[config.mk]
export PLATFORM = sky130hd
export DESIGN_NAME = mbox_rdbuf
export DESIGN_NICKNAME = d
export VERILOG_FILES = /design/src/rtl/mbox_pkg.sv /design/src/rtl/par36.sv /design/src/rtl/mbox_rdbuf.sv
export SDC_FILE = /design/constraint.sdc
export NUM_CORES = 1
export LEC_CHECK = 0
export ABC_CLOCK_PERIOD_IN_PS = 4900
export BUFFER_PORTS_ARGS = -buffer_cell sky130_fd_sc_hd__buf_4
export CAP_MARGIN = 10
export CORE_AREA = 4 4 114 116
export CTS_BUF_LIST = sky130_fd_sc_hd__clkbuf_4
export CTS_CLUSTER_SIZE = 28
export DETAILED_ROUTE_END_ITERATION = 10
export DIE_AREA = 0 0 118 120
export GPL_ROUTABILITY_DRIVEN = 1
export HOLD_SLACK_MARGIN = 0.02
export PLACE_DENSITY = 0.75
export SETUP_SLACK_MARGIN = 0.4
export SYNTH_ARGS = -nofsm -noshare
export SYNTH_HDL_FRONTEND = slang
export SYNTH_SLANG_ARGS = --single-unit
[constraint.sdc]
create_clock -name clk -period 4.9 [get_ports clk]
set_clock_uncertainty 0.2 [all_clocks]
set_input_delay 0.245 -clock clk [delete_from_list [all_inputs] [get_ports clk]]
set_output_delay 0.245 -clock clk [all_outputs]
set_load 0.005 [all_outputs]
[src/rtl/mbox_pkg.sv]
// Shared types and sizing for the mailbox read buffer.
package mbox_pkg;

    localparam int RDBUF_DEPTH = 4;
    localparam int PTR_W       = 2;
    localparam int COUNT_W     = 3;

    // Bit 0 is the MSB of a 36-bit word.
    typedef logic [0:35]        word_t;
    typedef logic [PTR_W-1:0]   ptr_t;
    typedef logic [COUNT_W-1:0] count_t;

endpackage

[src/rtl/par36.sv]
// Odd-parity checker: 36 data bits plus one parity bit in, parity-good flag out.
module par36
    import mbox_pkg::*;
(
    input  word_t data_i,
    input  logic  par_i,
    output logic  odd_ok_o
);

    assign odd_ok_o = ^{data_i, par_i};

endmodule

[src/rtl/mbox_rdbuf.sv]
// 4-entry show-ahead read buffer between memory return and the EDP AR mux.
// Optional per-entry parity when MBOX_RDBUF_PARITY_EN is defined.
module mbox_rdbuf
    import mbox_pkg::*;
(
    input  logic         clk,
    input  logic         reset,
    input  logic         WR_VALID,
    input  word_t        WR_DATA,
`ifdef MBOX_RDBUF_PARITY_EN
    input  logic         PAR_IN,
`endif
    output logic         WR_READY,
    input  logic         RD_TAKE,
    output word_t        CACHE_DATA,
    output logic         DATA_VALID,
    output logic [2:0]   COUNT,
    output logic         OVERRUN,
    output logic         PAR_ERR
);

    word_t  mem_q [RDBUF_DEPTH];
    ptr_t   wptr_q, wptr_d;
    ptr_t   rptr_q, rptr_d;
    count_t count_q, count_d;
    logic   ovr_q, ovr_d;
    logic   push, pop;

    assign WR_READY   = (count_q < count_t'(RDBUF_DEPTH));
    assign DATA_VALID = (count_q != '0);
    assign COUNT      = count_q;
    assign OVERRUN    = ovr_q;
    assign CACHE_DATA = DATA_VALID ? mem_q[rptr_q] : '0;

    assign push = WR_VALID & WR_READY;
    assign pop  = RD_TAKE & DATA_VALID;

    always_comb begin
        wptr_d  = wptr_q;
        rptr_d  = rptr_q;
        count_d = count_q;
        // A word offered while full is dropped; a same-cycle pop still happens.
        ovr_d   = ovr_q | (WR_VALID & ~WR_READY);
        if (push) wptr_d = wptr_q + ptr_t'(1);
        if (pop)  rptr_d = rptr_q + ptr_t'(1);
        case ({push, pop})
            2'b10:   count_d = count_q + count_t'(1);
            2'b01:   count_d = count_q - count_t'(1);
            default: count_d = count_q;
        endcase
    end

    always_ff @(posedge clk or posedge reset) begin
        if (reset) begin
            wptr_q  <= '0;
            rptr_q  <= '0;
            count_q <= '0;
            ovr_q   <= 1'b0;
        end else begin
            wptr_q  <= wptr_d;
            rptr_q  <= rptr_d;
            count_q <= count_d;
            ovr_q   <= ovr_d;
        end
    end

    // Storage is not reset; stale entries are masked by COUNT.
    always_ff @(posedge clk) begin
        if (push) mem_q[wptr_q] <= WR_DATA;
    end

`ifdef MBOX_RDBUF_PARITY_EN
    logic par_q [RDBUF_DEPTH];
    logic head_ok;

    always_ff @(posedge clk) begin
        if (push) par_q[wptr_q] <= PAR_IN;
    end

    par36 u_par36 (
        .data_i   (mem_q[rptr_q]),
        .par_i    (par_q[rptr_q]),
        .odd_ok_o (head_ok)
    );

    assign PAR_ERR = DATA_VALID & ~head_ok;
`else
    assign PAR_ERR = 1'b0;
`endif

endmodule

==> results.cfg <==
[status]
status = finished clean

[setup_path]
slowest_delay_ns = 0.85
path_cells = buf_4 > mux4_2 > and2_1 > buf_4
worst_ep_required_time_ns = 4.45
critPathSlowestCell = dfrtp_2
reg2reg_to = COUNT[2]$_DFFE_PP0P_
r2r_start = COUNT[0]$_DFFE_PP0P_
cp_max_fo = 22
worst-r2r-setup-slack_ns = 2.44
worstSetupStartpointType = flop
crit_path_end_kind = output port
worst-setup-path-type = flop to output port
reg2regPathDepth = 9
cp_common_cell = buf_4
timing.critical_path.arrival_ns = 2.68
crit_buf_inv = 2
crit_family = flip-flops

[synth]
yosysWarnings = 0
async_flop_share = 0.0526
synth_top_flop_cell = edfxtp_1
synth_edf_count = 144
synth-seq-cells = 152
yosysSeqAreaShare = 0.767
synth_cell_types = 23
synth.cell_area_um2 = 5900
syn_avg_cell_area_um2 = 21.7
synth_cells = 272
syn_nets = 318

[layout]
mostFrequentLayoutCell = edfxtp_1
finalNetCount = 446
final_cell_mix = 144 x edfxtp_1, 83 x buf_4, 40 x dlygate4sd3_1
final_cells = 561
drive_gt1_frac = 0.378
multi_input_area_um2 = 1260
seqCellArea_um2 = 4530
syn_to_final_growth_pct = 24.1
nFillCells = 850

[min_path]
hold_class = primary input to flop
hold_end = mem_q[3][1]$_DFFE_PP_
hp-start = WR_DATA[1]
min_path_cells = 2

[die]
fp.dieH_um = 120
dieArea_um2 = 14200
num_rows = 40
core_area_um2 = 11900
start_util = 0.495
io_pins = 83
die_w_um = 118

[clock_network]
clock-sinks = 152
cts_setup_buffers = 0
clk_path_buf_depth = 2
cts_tree = done
cts_htree_levels = 4
numCtsBuffers = 17
root_buffer = clkbuf_4
clk_pin_slew_ns = 0.14
clock_latency_ns = 0.49

[global_route]
grt_util_met3 = 0.0547
grt-busiest-layer = met2
grt_pass1_vias = 3143
use_met1 = 0.196
antenna_found_initial = 0
grt_util_met2 = 0.249
grt_overflow = 0
grt_max_degree = 40
track_usage = 0.154
grt_pass1_wl_um = 16600

[routing]
drt-initial-drc-count = 141
ant_nets = 0
drcViolationCount = 0
avgRoutedWirePerCell_um = 18.1
vias = 2897
first_pass_iters = 5
vias_per_cell = 5.16
routed_wl_um = 10200

[flow_run]
drv_cap = 0

[timing]
setup_violations = 0
setup_tns_ns = 0
period_needed_ns = 3.12
tightest_slew_ns = 0.994
rsz0062_at_grt = no
hold_viol_final = 0
finalMaxSlewViolations = 0
post-route-period-util = 0.637
timing.slew.headroom = 0.337
max_freq_mhz = 320

[pwr]
p_per_area_nw_per_um2 = 523
p_leak_nw = 2.56
ir_worst_vdd_mv = 0.362

[place]
dpl.hpwl_um = 6000
placed_cells = 488
port_buffers = 81
gp_congestion = 0.674
power breakdown:
part	internal, mW	leakage (nW)	total, mW	switching, mW
clock network	0.313	0.145	0.758	0.445
registers	1.63	1.40	1.80	0.169
logic	0.779	1.02	1.27	0.491
total	2.73	2.56	3.83	1.11
registers in the layout, indices dropped and copies added, names as in the netlist:
register / cells
COUNT: 3
OVERRUN: 1
mem_q: 144
rptr_q: 2
wptr_q: 2
worst reg2reg max path, delay by kind of cell (launching register included):
| family | cells | cell delay, ns |
|---|---|---|
| flops | 1 | 0.43 |
| simple gates | 3 | 0.48 |
| fa+ha+maj | 2 | 0.59 |
| xor+xnor | 2 | 0.28 |
| buf+inv | 2 | 0.41 |
cell families (layout without fill, tap and decap cells):
group | count (synthesis) | in the layout | share of synthesized area
adder cells (fa/ha/maj) | 6 | 6 | 0.0140
flip-flops | 152 | 152 | 0.767
XOR/XNOR | 6 | 6 | 0.00891
multiplexers | 37 | 37 | 0.139
buffers and inverters | 22 | 163 | 0.0202
other | 1 | 2 | 0.000636
AND/OR/NAND/NOR | 46 | 46 | 0.0477
AO/OA/AOI/OAI | 2 | 2 | 0.00212
layout make-up:
type,instances,area share
sequential,152,0.618
multi-input combinational,98,0.172
timing repair buffer,123,0.140
tap,147,0.0251
clock inverter,15,0.0227
clock buffer,17,0.0174
inverter,8,0.00410
antenna,1,0.000342
timing repair:
item                                    CTS  global route
hold buffers                             40             0
resized for setup                         0             0
endpoints found under the setup margin    0             0
hold endpoints to repair                157             0
Yosys cell counts (2+ instances only):
cell      count  area share
inv_1         8      0.0051
clkbuf_1      5      0.0032
xnor2_1       4      0.0059
and2_1       41       0.043
edfxtp_1    144        0.73
mux4_2       36        0.14
xor2_1        2      0.0030
buf_6         2      0.0038
buf_2         5      0.0042
dfrtp_1       8       0.034
ha_1          5       0.011
worst max path at each step:
| stage | startpoint | end | slack, ns | depth (start not counted) |
|---|---|---|---|---|
| after global placement | rptr_q[0]$_DFFE_PP0P_ | CACHE_DATA[16] | 2.24 | 4 |
| after global routing | rptr_q[0]$_DFFE_PP0P_ | CACHE_DATA[4] | 1.52 | 4 |
| after floorplan | COUNT[2]$_DFFE_PP0P_ | mem_q[0][0]$_DFFE_PP_ | 2.65 | 3 |
| after detailed placement | rptr_q[0]$_DFFE_PP0P_ | CACHE_DATA[16] | 2.21 | 4 |
| final | rptr_q[0]$_DFFE_PP0P_ | CACHE_DATA[16] | 1.78 | 4 |
| after CTS | rptr_q[0]$_DFFE_PP0P_ | CACHE_DATA[1] | 1.66 | 4 |
layer usage:
metal / vias to the layer above / wire length (um)
met2: 102 / 5000
met4: 0 / 139
met3: 11 / 730
met5: - / 0
met1: 1454 / 4290
li1: 1330 / -
metrics by stage:
step                      setup slack (ns)  power, mW  cell area (um^2)  hold slack (ns)  utilization
after floorplan                       2.65       2.55              5900           -0.139            -
after global placement                2.24       3.09              6620           0.0164        0.556
after detailed placement              2.21       3.12              6620           0.0268        0.556
after CTS                             1.66       3.89              7320            0.237        0.614
after global routing                  1.52       4.07              7320            0.217        0.614
final                                 1.78       3.83              7320            0.271        0.614
Note: power is estimated with default switching activity, not from simulation.
